--- src/rtl/ysyx_25040109_lsu.sv ---
// ysyx_25040109_lsu: load/store stage between execute and writeback.
// Loads and stores go through a single-outstanding request/response port.
// The port uses byte-lane masking, and loads are sign- or zero-extended.
// Non-memory instructions pass through with one cycle of latency.
// Optional macro LSU_MISALIGN_CHECK_EN turns misaligned H/W accesses into
// access faults that never reach the memory port.
module ysyx_25040109_lsu #(
  parameter int unsigned TIMEOUT_CYCLES = 255
) (
  input  logic        clk,
  input  logic        rst_n,
  input  logic        in_valid,
  output logic        in_ready,
  input  logic [31:0] in_result,
  input  logic [31:0] in_wdata,
  input  logic [2:0]  in_funct3,
  input  logic        in_is_load,
  input  logic        in_is_store,
  input  logic [4:0]  in_rd_addr,
  input  logic        in_reg_write,
  output logic        mem_req_valid,
  input  logic        mem_req_ready,
  output logic        mem_req_wen,
  output logic [31:0] mem_req_addr,
  output logic [31:0] mem_req_wdata,
  output logic [3:0]  mem_req_wmask,
  input  logic        mem_resp_valid,
  input  logic [31:0] mem_resp_rdata,
  output logic        out_valid,
  input  logic        out_ready,
  output logic [31:0] out_wb_data,
  output logic [4:0]  out_rd_addr,
  output logic        out_reg_write,
  output logic        out_err
);

  typedef enum logic [1:0] {IDLE, REQ, WAIT, DONE} state_t;

  localparam logic [15:0] TERM_COUNT = 16'(TIMEOUT_CYCLES - 1);

  state_t      state, state_next;
  logic [15:0] count;
  logic [2:0]  funct3_q;
  logic [1:0]  lane_q;
  logic        reg_write_q;
  logic        accept, is_mem, bad_funct3, misalign, timeout;
  logic [7:0]  rbyte;
  logic [15:0] rhalf;
  logic [31:0] load_data;
  logic [3:0]  st_wmask;
  logic [31:0] st_wdata;

  assign in_ready      = (state == IDLE);
  assign mem_req_valid = (state == REQ);
  assign out_valid     = (state == DONE);
  assign accept        = in_valid && in_ready;
  assign is_mem        = in_is_load || in_is_store;
  assign bad_funct3    = in_is_load && (in_funct3 == 3'b011 || in_funct3[2:1] == 2'b11);
  assign timeout       = (count == TERM_COUNT);

`ifdef LSU_MISALIGN_CHECK_EN
  assign misalign = (in_funct3[1:0] == 2'b01 && in_result[0]) ||
                    (in_funct3[1] && in_result[1:0] != 2'b00);
`else
  assign misalign = 1'b0;
`endif

  // State register
  always_ff @(posedge clk or negedge rst_n) begin
    if (!rst_n) state <= IDLE;
    else        state <= state_next;
  end

  // Next-state selection
  always_comb begin
    state_next = state;
    case (state)
      IDLE: if (accept) begin
        if (!is_mem || bad_funct3 || misalign) state_next = DONE;
        else                                   state_next = REQ;
      end
      REQ:  if (mem_req_ready) state_next = WAIT;
      WAIT: if (mem_resp_valid || timeout) state_next = DONE;
      DONE: if (out_ready) state_next = IDLE;
      default: state_next = IDLE;
    endcase
  end

  // Store lane placement from size and low address bits
  always_comb begin
    st_wmask = 4'b1111;
    st_wdata = in_wdata;
    case (in_funct3[1:0])
      2'b00: begin
        st_wmask = 4'b0001 << in_result[1:0];
        st_wdata = {4{in_wdata[7:0]}};
      end
      2'b01: begin
        st_wmask = in_result[1] ? 4'b1100 : 4'b0011;
        st_wdata = {2{in_wdata[15:0]}};
      end
      default: ;
    endcase
  end

  // Load lane selection and extension
  always_comb begin
    case (lane_q)
      2'd0:    rbyte = mem_resp_rdata[7:0];
      2'd1:    rbyte = mem_resp_rdata[15:8];
      2'd2:    rbyte = mem_resp_rdata[23:16];
      default: rbyte = mem_resp_rdata[31:24];
    endcase
    rhalf = lane_q[1] ? mem_resp_rdata[31:16] : mem_resp_rdata[15:0];
    case (funct3_q)
      3'b000:  load_data = {{24{rbyte[7]}}, rbyte};
      3'b100:  load_data = {24'b0, rbyte};
      3'b001:  load_data = {{16{rhalf[15]}}, rhalf};
      3'b101:  load_data = {16'b0, rhalf};
      default: load_data = mem_resp_rdata;
    endcase
  end

  // Request latching, timeout counter and writeback result registers
  always_ff @(posedge clk or negedge rst_n) begin
    if (!rst_n) begin
      mem_req_wen   <= 1'b0;
      mem_req_addr  <= '0;
      mem_req_wdata <= '0;
      mem_req_wmask <= '0;
      out_wb_data   <= '0;
      out_rd_addr   <= '0;
      out_reg_write <= 1'b0;
      out_err       <= 1'b0;
      count         <= '0;
      funct3_q      <= '0;
      lane_q        <= '0;
      reg_write_q   <= 1'b0;
    end else begin
      case (state)
        IDLE: if (accept) begin
          out_rd_addr <= in_rd_addr;
          out_err     <= 1'b0;
          if (!is_mem) begin
            out_wb_data   <= in_result;
            out_reg_write <= in_reg_write;
          end else if (bad_funct3) begin
            out_wb_data   <= '0;
            out_reg_write <= 1'b0;
          end else if (misalign) begin
            out_wb_data   <= in_result;
            out_reg_write <= 1'b0;
            out_err       <= 1'b1;
          end else begin
            // load wins when both opcode flags are set
            mem_req_wen   <= !in_is_load;
            mem_req_addr  <= {in_result[31:2], 2'b00};
            mem_req_wdata <= st_wdata;
            mem_req_wmask <= in_is_load ? 4'b0000 : st_wmask;
            funct3_q      <= in_funct3;
            lane_q        <= in_result[1:0];
            reg_write_q   <= in_reg_write;
          end
        end
        REQ: if (mem_req_ready) count <= '0;
        WAIT: begin
          count <= count + 16'd1;
          // a response on the terminal count takes priority over the timeout
          if (mem_resp_valid) begin
            out_wb_data   <= mem_req_wen ? 32'd0 : load_data;
            out_reg_write <= mem_req_wen ? 1'b0 : reg_write_q;
          end else if (timeout) begin
            out_wb_data   <= '0;
            out_reg_write <= 1'b0;
            out_err       <= 1'b1;
          end
        end
        DONE: if (out_ready) out_err <= 1'b0;
        default: ;
      endcase
    end
  end

endmodule

--- config.mk ---
export PLATFORM = sky130hd
export DESIGN_NAME = ysyx_25040109_lsu
export DESIGN_NICKNAME = d
export VERILOG_FILES = /design/src/rtl/ysyx_25040109_lsu.sv
export SDC_FILE = /design/constraint.sdc
export NUM_CORES = 1
export LEC_CHECK = 0
export ABC_AREA = 0
export BUFFER_PORTS_ARGS = -buffer_cell sky130_fd_sc_hd__buf_4
export CORE_MARGIN = 5
export CORE_UTILIZATION = 45
export DETAILED_ROUTE_END_ITERATION = 8
export PLACE_DENSITY = 0.8
export SYNTH_ARGS = -nofsm -noshare
export SYNTH_HDL_FRONTEND = slang
export SYNTH_SLANG_ARGS = --single-unit
--- constraint.sdc ---
create_clock -name clk -period 1.8 [get_ports clk]
set_input_delay 0.18 -clock clk [delete_from_list [all_inputs] [get_ports clk]]
set_output_delay 0.18 -clock clk [all_outputs]
set_load 0.1 [all_outputs]
Word level (Yosys, flattened, before mapping) --
Cells that the tools add are included.
Cells by class: mux-type cells 34, equal/unequal tests 20, $add $sub $neg 1, shift-type cells 1, reductions and logical operators 21, bitwise operators 1
Operator list (number):
- $mux W32 | 6
- $pmux W32 S2 | 2
- $pmux W32 S4 | 1
- $mux W16 | 2
- $pmux W16 S2 | 1
- $pmux W8 S3 | 1
- $add A16 B1 Y16 const B | 1
- $eq A16 B8 Y1 const B | 1
- $reduce_and A4 Y1 | 3
- $mux W1 | 10
- $mux W2 | 5
- $eq A2 B2 Y1 const B | 4
- $mux W4 | 2
- $pmux W2 S4 | 1
- $pmux W4 S2 | 1
- $eq A2 B1 Y1 const B | 3
- $eq A3 B3 Y1 const B | 2
- $logic_not A2 Y1 | 3
- $ne A2 B1 Y1 const B | 3
- $ne A2 B2 Y1 const B | 3
- $reduce_and A5 Y1 | 1
- $logic_or A1 B1 Y1 | 4
- $reduce_and A2 Y1 | 2
- $reduce_bool A2 Y1 | 2
- other kinds (12) | 14
Storage, ports and cells: input port bits 113, bits in registers 130, logic and storage cells 91, output and inout port bits 111

Longest topological paths before layout --
word-level depth 7, gate-level depth with buffers 9, mapped depth without buffers 7

Worst setup path before layout --
Ideal clock, no wire load.
kind reg-to-reg, start point reg state[1], end point reg count[11], data required time 1.722 ns, data arrival time 2.702 ns, clock period less this slack 2.780 ns, setup slack -0.980 ns, stages on the path, launching flop included 7, library setup time 0.078 ns, buffers on the path 0, cells stage by stage dfrtp_1 inv_1 ha_1 mux2i_1 or4b_4 or3_1 a21oi_1
On the way: word-level cells in the longest chain between the ends 3, elaborated cells between the ends (all ways) 6, classes of those cells eq/ne (3); mux (1); reduce/logical (2)
Ends and longest elaborated chain:
- start, declared | RTL line 41 | state_t state, state_next;
- start signal, assigned | RTL line 71 | else state <= state_next;
- $eq A2 B1 Y1 (*)
- named net mem_req_valid | RTL line 21 | output logic mem_req_valid,
- $ne A2 B1 Y1 (no line) / $reduce_bool A2 Y1 (equally long branches)
- $reduce_and A2 Y1 (no line)
- end signal, assigned | RTL line 167 | count <= count + 16'd1;
- end, declared | RTL line 42 | logic [15:0] count;
The timed path passes the listed nets; every way through them passes the cells marked *. A chain may end at the register's enable or synchronous reset.

Final worst setup path --
start point reg state[0], end point reg count[11]
On the way: word-level cells in the longest chain between the ends 3, elaborated cells between the ends (all ways) 6, classes of those cells eq/ne (3); mux (1); reduce/logical (2)
Ends and longest elaborated chain:
- $eq A2 B1 Y1 / $eq A2 B2 Y1 (equally long branches) | RTL line 140 | case (state)
- $ne A2 B1 Y1 (no line) / $reduce_bool A2 Y1 (equally long branches)
- $reduce_and A2 Y1 (no line)
Several ways; a longest one is shown, not always the timed one.

==> results.rst <==
.. list-table::
   :header-rows: 1

   * - Metric
     - Value
   * - Proportion of synthesized chip area in sequential cells
     - 51.00%
   * - Worst-Skew Late Latency
     - 420 ps
   * - Library cell with the highest instance count after synthesis
     - dfrtp_1
   * - Number of design rule violations left after detail routing
     - 0
   * - Number of warnings printed during yosys synthesis
     - 0
   * - Die span in x
     - 129.1 µm
   * - Standard cell with the maximum stage delay on the critical path
     - or4b_4
   * - Crit path largest cell delay
     - 530 ps
   * - Synthesized area
     - 6379 µm²
   * - Final #Nets
     - 1018
   * - Die height
     - 129.1 µm
   * - Post-route worst setup slack
     - -164.7 ps
   * - Max-capacitance violation count
     - 0
   * - Die Outline Area
     - 16660 µm²
   * - Io pins
     - 224
   * - Synth Instances
     - 628
   * - Min-delay worst type
     - primary input to flip-flop
   * - Number of buffers added on ports
     - 221
   * - Dominant delay contributor by cell family on the critical path
     - simple AND/OR/NAND/NOR gates
   * - Fin area
     - 9659 µm²
   * - Starting Density
     - 45.95%
   * - H-tree depth
     - 4
   * - DPL Wire Length
     - 14.50 mm
   * - Via count of the first global-routing pass
     - 5883
   * - Clock-pin slew on the worst setup and hold paths
     - 60 ps
   * - Total number of vias
     - 5992
   * - Share of cells above drive strength 1
     - 44.96%
   * - Most instantiated cells after synthesis
     - dfrtp_1, nand2_1, mux2_2
   * - Type of the setup path with the least slack
     - flip-flop to flip-flop
   * - CTS buffer count
     - 17
   * - Ranking of synthesized cells by area
     - dfrtp_1, mux2_2, o21ai_0
   * - Clock tree from TritonCTS
     - built
   * - DR WL/cell
     - 19.01 µm
   * - Drt pass-1 iters
     - 5
   * - Core area
     - 13880 µm²
   * - Critical Path Source Type
     - flip-flop
   * - Placed standard-cell area
     - 8598 µm²
   * - Vias per cell
     - 5.487
   * - Maximum net fanout on the critical path
     - 4
   * - Final ANT Viol Nets
     - 0
   * - Final total negative setup slack
     - -3632 ps
   * - Number of fill cells in the layout
     - 1013
   * - Layout Skew
     - 8.644 ps
   * - Distinct cell type count after synthesis
     - 47
   * - Global router's overall resource usage
     - 24.20%
   * - Crit path time final
     - 1965 ps
   * - Core Util, Final
     - 69.59%
   * - Number of storage elements in the synthesis netlist
     - 130
   * - Root buffer cell
     - clkbuf_16
   * - Failing checks
     - negative setup slack
   * - Routability congestion estimate
     - 0.8941
   * - Post-route clock period utilization
     - 109.2%
   * - Count of routing violations after the opening detailed-route iteration
     - 623
   * - Clk buf depth
     - 2
   * - Critical path buffers and inverters
     - 1
   * - Critical Path RT
     - 2140 ps
   * - Top cell type by total area after synthesis
     - dfrtp_1
   * - Total grt overflow
     - 0
   * - Max-slew violations
     - 0
   * - Data arrival time of the worst path
     - 2300 ps
   * - Status
     - complete, but fails checks
   * - Count of flip-flops with a built-in enable after synthesis
     - 0
   * - First-pass GRT wire length
     - 31.48 mm
   * - Number of hold violations in the final report
     - 0
   * - Highest achievable clock rate
     - 509.0 MHz
   * - Area fraction of the dominant cell type after synthesis
     - 51.00%
   * - Syn Area/Cell
     - 10.16 µm²
   * - Number of antenna cells inserted
     - 0
   * - # clock sinks
     - 130
   * - Async set-or-reset flop fraction in the synthesized netlist
     - 100.0%
   * - Wirelength, routed
     - 20.76 mm
   * - Final-report setup violation count
     - 37
   * - Unrepaired setup endpoints after global routing
     - true
   * - Critical path endpoint category
     - flip-flop
   * - Total number of placement rows
     - 43
   * - Cell Chain, Critical Path
     - buf_6, ha_4, mux2i_4, or4b_4, or3_4, a21oi_2
   * - Maximum number of pins on one net before global-route repair
     - 67
   * - Antenna violations before repair
     - 0
   * - Leading register cell type out of synthesis
     - dfrtp_1
   * - Layout-stage area growth over the synthesis result
     - 51.43%
## worst paths after layout
check	start	endpoint	slack, ps	depth (start not counted)
hold reg to reg	mem_req_wmask[1]	mem_req_wmask[1]	480	2
setup reg to reg	state[0]	count[11]	-160	6
min in group asynchronous	rst_n	out_wb_data[5]	270	2
hold / removal	in_result[16]	mem_req_addr[16]	20	2
max in group asynchronous	rst_n	out_wb_data[27]	860	3
setup / recovery	state[0]	count[11]	-160	6
## placed cells by master, fill, tap and decap left out, types with 5 or more instances in the layout
cell type,synthesis,layout
dlygate4sd3_1,0,17
buf_12,0,5
a21oi_1,50,46
dfrtp_1,130,129
mux2i_1,31,29
clkbuf_16,0,18
a31oi_1,7,7
xnor2_1,5,5
o21ai_0,63,29
nand2_1,74,73
mux2_2,64,62
inv_1,16,14
buf_4,4,264
buf_6,0,6
a221oi_1,16,14
o21ai_1,0,33
nor3_4,0,6
nand3_1,18,15
nor2_1,48,47
## logic make-up after synthesis
logic type / count (synthesis) / synth area share, %
other cells: 1 / 0.05879
flops: 130 / 51.00
mux: 95 / 16.16
compound gates: 155 / 14.16
xor+xnor: 9 / 1.236
simple gates: 172 / 12.14
fa+ha+maj: 6 / 1.177
buf+inv: 60 / 4.060
## worst register-to-register path, stage by stage, from the launching register on
cell,delay (ps)
dfrtp_1,400
buf_6,130
ha_4,170
mux2i_4,180
or4b_4,530
or3_4,360
a21oi_2,130
## flip-flops by register name (all words and copies together) (netlist names)
signal / flops
reg_write_q: 1
lane_q: 2
mem_req_addr: 30
mem_req_wdata: 32
out_rd_addr: 5
mem_req_wen: 1
mem_req_wmask: 4
out_err: 1
out_wb_data: 32
state: 2
funct3_q: 3
count: 16
out_reg_write: 1
## what timing repair did
item / CTS / global route
hold endpoints to repair: 58 / 2
resized for setup: 19 / 24
hold buffers: 15 / 2
pin swaps: 4 / 6
setup endpoints to repair: 46 / 57
setup buffers: 4 / 3
cloned: 1 / 1
## per-stage QoR
stage          hold WS, ps  setup slack (ps)  cells
6_report             15.58            -164.7   1092
5_1_grt             0.8819            -244.7   1092
4_1_cts             0.1688            -145.9   1087
3_5_place_dp         141.5            -195.7   1036
3_3_place_gp         140.7            -175.6   1036
2_1_floorplan       -115.6            -205.4    629
## layout make-up
| class | instances | area, µm² | share of cell area, % |
|---|---|---|---|
| tap | 180 | 225.2 | 2.332 |
| clock buffer | 20 | 466.7 | 4.832 |
| timing repair buffer | 295 | 2400 | 24.84 |
| multi-input combinational | 439 | 3097 | 32.06 |
| sequential | 130 | 3257 | 33.72 |
| inverter | 16 | 60.06 | 0.6218 |
| clock inverter | 12 | 153.9 | 1.593 |
## layer usage
layer  GRT usage, %  routed length, µm
met1          30.37               7875
met2          38.93              10350
met3          7.791               1930
met4          9.883                605
met5              0                  0
Power is not shown: default switching activity piles up to over one toggle a cycle in this logic, so the estimate is an artifact.
